**src/rtl/sync_fifo_peek.sv**
```systemverilog
// ---------------------------------------------------------------------------
// sync_fifo_peek
//
// Synchronous FIFO for game-state queues, for example snake body segment
// coordinates. The producer writes the head and the consumer reads the tail.
// The FIFO provides:
//   - a show-ahead output of the oldest entry
//   - an occupancy count
//   - full, empty, almost-full and almost-empty flags
//   - one-cycle overflow and underflow pulses for rejected requests
//   - an optional random-access peek port, used for collision scans over the
//     stored entries
//
// Optional feature macro: FIFO_PEEK_EN
//   Defined   : the peek port reads mem[(rd_ptr + peek_idx) mod DEPTH].
//   Undefined : the peek adder and the second read port are not built.
//               peek_data and peek_valid are tied to 0.
//
// Parameters:
//   DATA_WIDTH : width of each entry in bits (>= 1)
//   DEPTH      : number of entries (power of two, >= 2)
//   AF_LEVEL   : almost_full asserts when count >= AF_LEVEL
//   AE_LEVEL   : almost_empty asserts when count <= AE_LEVEL
//
// Ports:
//   clk          in   clock; all state changes on the rising edge
//   rstn         in   synchronous active-low reset
//   write        in   push request
//   read         in   pop request
//   i_data       in   push data
//   o_data       out  oldest entry (show-ahead, combinational)
//   peek_idx     in   offset from the oldest entry (0 = oldest)
//   peek_data    out  entry at oldest + peek_idx
//   peek_valid   out  peek_idx < count
//   count        out  current occupancy, 0..DEPTH
//   is_empty     out  count == 0
//   is_full      out  count == DEPTH
//   almost_full  out  count >= AF_LEVEL
//   almost_empty out  count <= AE_LEVEL
//   overflow     out  one-cycle pulse: write rejected on the previous edge
//   underflow    out  one-cycle pulse: read rejected on the previous edge
// ---------------------------------------------------------------------------
module sync_fifo_peek #(
  parameter int DATA_WIDTH = 16,
  parameter int DEPTH      = 64,
  parameter int AF_LEVEL   = DEPTH - 2,
  parameter int AE_LEVEL   = 1
) (
  input  logic                      clk,
  input  logic                      rstn,
  input  logic                      write,
  input  logic                      read,
  input  logic [DATA_WIDTH-1:0]     i_data,
  output logic [DATA_WIDTH-1:0]     o_data,
  input  logic [$clog2(DEPTH)-1:0]  peek_idx,
  output logic [DATA_WIDTH-1:0]     peek_data,
  output logic                      peek_valid,
  output logic [$clog2(DEPTH):0]    count,
  output logic                      is_empty,
  output logic                      is_full,
  output logic                      almost_full,
  output logic                      almost_empty,
  output logic                      overflow,
  output logic                      underflow
);

  localparam int AW = $clog2(DEPTH);
  localparam int CW = AW + 1;
  localparam logic [CW-1:0] FULL_COUNT = CW'(DEPTH);

  logic [DATA_WIDTH-1:0] mem [DEPTH];
  logic [AW-1:0]         wr_ptr;
  logic [AW-1:0]         rd_ptr;
  logic [CW-1:0]         count_q;
  logic                  wr_ok;
  logic                  rd_ok;

  // Full and empty come from the occupancy count, not from pointer equality.
  // That keeps the pointers at exactly AW bits, and they wrap naturally.
  assign is_empty     = (count_q == '0);
  assign is_full      = (count_q == FULL_COUNT);
  // The signed int comparison keeps a threshold of 0 legal without building
  // a constant unsigned comparison.
  assign almost_full  = (int'(count_q) >= AF_LEVEL);
  assign almost_empty = (int'(count_q) <= AE_LEVEL);
  assign count        = count_q;

  // A write into a full FIFO is still accepted when a read happens in the
  // same cycle, because the read frees the slot.
  // A read from an empty FIFO is always rejected, because there is no
  // write-to-read bypass.
  assign wr_ok = write & (~is_full | read);
  assign rd_ok = read & ~is_empty;

  // Storage has no reset. Stale words are never observable as valid data.
  always_ff @(posedge clk) begin
    if (rstn && wr_ok) begin
      mem[wr_ptr] <= i_data;
    end
  end

  // Pointer, count and error-pulse state.
  // Requests seen during reset are ignored.
  always_ff @(posedge clk) begin
    if (!rstn) begin
      wr_ptr    <= '0;
      rd_ptr    <= '0;
      count_q   <= '0;
      overflow  <= 1'b0;
      underflow <= 1'b0;
    end else begin
      if (wr_ok) begin
        wr_ptr <= wr_ptr + 1'b1;
      end
      if (rd_ok) begin
        rd_ptr <= rd_ptr + 1'b1;
      end
      if (wr_ok && !rd_ok) begin
        count_q <= count_q + 1'b1;
      end else if (rd_ok && !wr_ok) begin
        count_q <= count_q - 1'b1;
      end
      overflow  <= write & ~wr_ok;
      underflow <= read & ~rd_ok;
    end
  end

  // Show-ahead output: the oldest entry, read combinationally.
  assign o_data = mem[rd_ptr];

`ifdef FIFO_PEEK_EN
  // Random-access peek port for collision scans.
  // The address wraps modulo DEPTH through AW-bit arithmetic.
  logic [AW-1:0] peek_addr;

  assign peek_addr  = rd_ptr + peek_idx;
  assign peek_data  = mem[peek_addr];
  assign peek_valid = ({1'b0, peek_idx} < count_q);
`else
  // The peek port is not built. The outputs are tied off and the index is
  // intentionally left unconsumed.
  logic unused_peek_idx;

  assign unused_peek_idx = ^peek_idx;
  assign peek_data       = '0;
  assign peek_valid      = 1'b0;
`endif

endmodule

```
**config.mk**
```make
export PLATFORM = sky130hd
export DESIGN_NAME = sync_fifo_peek
export DESIGN_NICKNAME = d
export VERILOG_FILES = /design/src/rtl/sync_fifo_peek.sv
export SDC_FILE = /design/constraint.sdc
export NUM_CORES = 1
export LEC_CHECK = 0
export CAP_MARGIN = 20
export CORE_MARGIN = 5
export CORE_UTILIZATION = 49
export CTS_BUF_LIST = sky130_fd_sc_hd__clkbuf_4
export CTS_CLUSTER_SIZE = 30
export DETAILED_ROUTE_END_ITERATION = 10
export GPL_TIMING_DRIVEN = 0
export PLACE_DENSITY = 0.73
export SLEW_MARGIN = 20
export SYNTH_ARGS = -nofsm -noshare
export SYNTH_HDL_FRONTEND = slang
export SYNTH_SLANG_ARGS = --single-unit
```
**constraint.sdc**
```tcl
create_clock -name clk -period 3.1 [get_ports clk]
set_input_delay 0.31 -clock clk [delete_from_list [all_inputs] [get_ports clk]]
set_output_delay 0.31 -clock clk [all_outputs]
set_load 0.005 [all_outputs]
```
==> Yosys cells after proc, flatten, opt, wreduce, memory -nomap -nowiden <==
Memories as Yosys holds them, arrays and structs flattened. A register that Yosys moved wholly into a read port is not among the register bits.
Cells that the tools add are included.
{ "classes": {"n_reduce_logical": 7, "magnitude_cmp": 2, "n_bitwise": 9, "addsub": 4, "eq_ne": 1, "n_mux": 6} }
{ "ops": {"columns": ["op", "n"], "rows": [
  ["two-way mux 7 bit", 2],
  ["adder 6 x 1 -> 6 bit, second input constant", 2],
  ["two-way mux 6 bit", 2],
  ["adder 7 x 1 -> 7 bit, second input constant", 1],
  ["equality test 7 bit, second input constant", 1],
  [">= comparator 7 x 6 -> 1 bit, second input constant", 1],
  ["<= comparator 7 x 1 -> 1 bit, second input constant", 1],
  ["logical NOT 7 bit", 1],
  ["subtractor 7 x 1 -> 7 bit, second input constant", 1],
  ["bitwise AND 1 bit", 4],
  ["inverter 1 bit", 4],
  ["logical AND 1 bit", 3],
  ["logical NOT 1 bit", 2],
  ["two-way mux 1 bit", 2],
  ["nonzero test 2 bit", 1],
  ["OR 1 bit", 1]
]} }
{ "totals": {"inputBits": 26, "ramBits": 1024, "n_memories": 1, "regBits": 21, "out_inout_bits": 46} }
{ "memory_table": {"columns": ["memory", "words", "width", "rd", "rd_clocked_by_memory_dff", "wr", "line", "text"], "rows": [
  ["mem", 64, 16, 1, 1, 1, "71", "logic [DATA_WIDTH-1:0] mem [DEPTH];"]
]} }

==> Longest topological paths before layout <==
{ "logic_depth": {"ltp_word": 8, "depth_mapped": 12} }

==> Worst setup path after synthesis <==
No wires, ideal clock.
{ "synth_path": {"path_kind": "reg-to-reg", "start": "register count_q[0], in the netlist count[0]", "end": "memory mem[63][0] (enable)", "setup_slack_ns": 0.258, "path_stages_with_launch": 8, "arrival_ns": 2.432, "n_path_buf": 1, "cell_sequence": "dfxtp_1 inv_1 ha_1 nand2_1 o31a_1 buf_6 nand4_4 nor3_1"} }
{ "synth_via": {"elab_chain_len": 7} }
{ "synth_lines": {"columns": ["item", "line", "text"], "rows": [
  ["start, declared", "74", "logic [CW-1:0] count_q;"],
  ["start signal, assigned", "119", "count_q <= count_q + 1'b1;"],
  ["start signal, assigned", "121", "count_q <= count_q - 1'b1;"],
  ["equality test 7 bit", "81", "assign is_full = (count_q == FULL_COUNT);"],
  ["inverter 1 bit", "92", "assign wr_ok = write & (~is_full | read);"],
  ["OR 1 bit", "92", null],
  ["bitwise AND 1 bit", "92", null],
  ["logical AND 1 bit", "97", "if (rstn && wr_ok) begin"],
  ["two-way mux 1 bit", "97", null],
  ["two-way mux 1 bit (implied by the code)", "98", "mem[wr_ptr] <= i_data;"],
  ["end, declared", "71", null]
]} }
No other way between the ends.

==> impl_metrics.py <==
metrics = {
    "layout": {
        "utilization_pct": 59.8,
        "layout_commonest_cell": "edfxtp_1",
        "final_cell_mix": "edfxtp_1, clkbuf_4, mux4_2",
        "drive_gt1_share_pct": 44.7,
        "syn_to_final_growth_pct": 21.1,
        "nets": 2410,
    },
    "critical_path": {
        "path_common_cell": "buf_12",
        "crit_path_max_fanout": 8,
        "worst_ep_required_time_ns": 2.79,
        "cpPeakStageDelay_ns": 0.56,
        "worstPathArrival_ns": 3.48,
        "cp_slowest_cell": "mux4_2",
        "endpoint_kind": "output port",
        "critPathKind": "flop to output port",
        "cp.buffers_inverters": 4,
        "cp_top_family": "compound AO/OA/AOI/OAI gates",
        "crit_chain": "buf_12 > buf_12 > buf_6 > mux4_2 > a22oi_2 > nand2_2 > o21ai_4 > a211oi_2 > buf_2",
        "critical_path.startpoint_type": "flop",
    },
    "synthesis": {
        "synth_ff_type": "edfxtp_1",
        "synth-seq-area-share_pct": 77.3,
        "synth-edff-count": 1024,
        "synth_cell_types": 51,
        "synth_area_um2": 40500,
        "async_reset_ff_share_pct": 0,
        "syn_inst": 1911,
        "yosysWarningCount": 0,
        "ys_seq_elements": 1051,
        "avgSynthCellArea_um2": 21.2,
    },
    "drt": {
        "wl_per_cell_um": 28.5,
        "dr_wl_met3_um": 10700,
        "drt_iter0_drc": 2643,
        "met2_wirelength_um": 49100,
        "drt-total-wl_um": 103000,
        "postRouteAntennaNets": 0,
        "wl_met1_um": 38400,
        "drc": 0,
        "top_layer_used": "met5",
        "drtPass1Iterations": 6,
        "num_vias": 22251,
        "viasPerCell": 6.15,
    },
    "die": {
        "ios": 72,
        "core_area_um2": 82000,
        "die_h_um": 297,
        "fp.dieW_um": 297,
        "die-area_um2": 88500,
        "initial_utilization_pct": 49.4,
        "rows": 105,
    },
    "clock_network": {
        "cts_tree": "done",
        "cts.reportedPaths.clkPinSlew_ns": 0.08,
        "clk_latency_ns": 1.09,
        "root_buffer": "clkbuf_4",
        "htreeDepth": 5,
        "clk_path_buf_depth": 4,
        "cts_made_buffers": 276,
        "cts_sinks": 1051,
    },
    "timing": {
        "max_freq_mhz": 264,
        "final_max_slew_viol_count": 0,
        "skew_ns": 0.0718,
        "fin_crit_ns": 3.79,
        "rsz0062_at_grt": "yes",
        "setup_viol": 16,
        "fin_crit_sh_pct": 122,
        "hold_viol": 0,
        "tightest_slew_ns": 0.959,
        "max_slew_margin_pct": 35.8,
        "timing.hold.ws_ns": 0.278,
        "setup_ws_ns": -0.687,
        "setup-tns-final_ns": -9.48,
    },
    "placement": {
        "dp_hpwl_um": 65000,
        "gp_congestion": 0.922,
        "io_buffers": 48,
    },
    "job": {
        "drv_cap": 0,
    },
    "global_routing": {
        "grt.total_usage_pct": 22.8,
        "antenna_found_initial": 1,
        "grt_max_degree": 65,
        "grt_pass1_wl_um": 149000,
        "grt_pass1_vias": 22712,
        "grt_overflow": 0,
    },
    "outcome": {
        "violations": "negative setup slack",
        "status": "complete, but fails checks",
    },
    "power_and_ir_drop": {
        "cellPowerDensity_nw_per_um2": 707,
        "p_leak_nw": 15.6,
        "power_mw": 34.7,
        "ir_worst_vdd_v": 0.000567,
    },
    "min_path": {
        "hp-class": "input port to flop",
    },
}
==> worst register-to-register path: stages, from the launching register on <==
cell and delay [ns]:
dfxtp_1 0.50, inv_1 0.14, ha_1 0.23, nand2_1 0.11, or3_4 0.15, nor3b_4 0.46, nand3b_4 0.45, nor2_4 0.45
buf_6 0.22
==> metrics by stage <==
stage / setup slack, ns / area (µm²) / cells
finish: -0.687 / 49000 / 3618
global route: -0.778 / 49000 / 3617
CTS: -0.923 / 48200 / 3585
detailed placement: -0.956 / 43500 / 3119
global placement: -0.967 / 42400 / 3045
floorplan: 0.258 / 40500 / 1927
==> power by group <==
part	total, mW	leakage (nW)	switching (mW)	internal (mW)
clock network	11.3	1.94	5.42	5.83
registers	15.8	9.43	0.148	15.7
logic	7.58	4.27	3.91	3.67
total	34.7	15.6	9.48	25.2
==> path summary, 6_finish.rpt <==
check	start	to	slack [ns]	depth (start not counted)
setup / recovery	flop	o_data[10]	-0.69	9
hold reg to reg	rd_ptr[1]	flop	0.51	2
hold / removal	i_data[11]	mem[4][11]	0.28	2
setup reg to reg	count[0]	mem[34][2]	0.04	8
==> state kept, by name, indices dropped and copies added (netlist names), named ones only <==
name / cells
wr_ptr: 6
count: 7
underflow: 1
rd_ptr: 6
overflow: 1
mem: 1024
==> Yosys cell counts (2+ instances only) <==
library cell,number,share of area [%]
buf_1,17,0.16
nand4_1,5,0.077
nand2b_1,5,0.077
ha_1,8,0.25
nor2_2,2,0.031
xor2_1,7,0.15
nor2b_1,7,0.11
a211oi_1,11,0.20
mux4_2,245,14
clkbuf_1,29,0.27
a22o_1,11,0.24
nand3_1,16,0.20
nand3b_4,2,0.099
xnor2_1,7,0.15
buf_2,47,0.58
nand3b_1,3,0.056
or3_1,6,0.093
edfxtp_1,1024,76
a31oi_1,10,0.15
dfxtp_1,27,1.3
a22oi_1,64,1.2
nor2_1,97,0.90
or3b_2,2,0.043
a221oi_1,6,0.13
or2_2,2,0.031
a21oi_1,52,0.64
nor3_1,15,0.19
o21ai_0,9,0.11
buf_6,3,0.083
o21ai_1,5,0.062
o22ai_1,26,0.40
buf_4,33,0.61
nand2_1,51,0.47
o31a_1,2,0.043
inv_1,5,0.046
or3b_1,2,0.043
mux2i_1,34,0.84
==> metal layers <==
layer	GRT usage, %	vias up
met5	0	-
met4	10.6	2
met3	5.22	287
met2	35.7	1510
met1	31.0	11396
li1	-	9056
==> cells by family after synthesis <==
group	count (synthesis)	share of synthesized area, %
xor+xnor	14	0.303
mux	279	14.5
buf+inv	134	1.75
flops	1051	77.3
fa+ha+maj	8	0.247
simple gates	226	2.72
other cells	1	0.00926
compound gates	198	3.21
==> layout make-up <==
type / count / area, µm²
fill: 5631 / 33000
sequential: 1051 / 31300
multi-input combinational: 742 / 9840
clock buffer: 389 / 2920
timing repair buffer: 176 / 1980
buffer: 124 / 1340
tap: 1070 / 1340
clock inverter: 59 / 260
inverter: 5 / 18.8
antenna: 2 / 5.00
==> what timing repair did <==
| action | CTS | global route |
|---|---|---|
| endpoints found under the hold margin | 1017 | 0 |
| buffers inserted | 2 | 27 |
| resized for setup | 364 | 157 |
| hold buffers | 20 | 0 |
| pin swaps | 28 | 51 |
| gates cloned | 0 | 5 |
| setup endpoints to repair | 19 | 130 |
No activity file was read; power rests on OpenSTA's default activity.
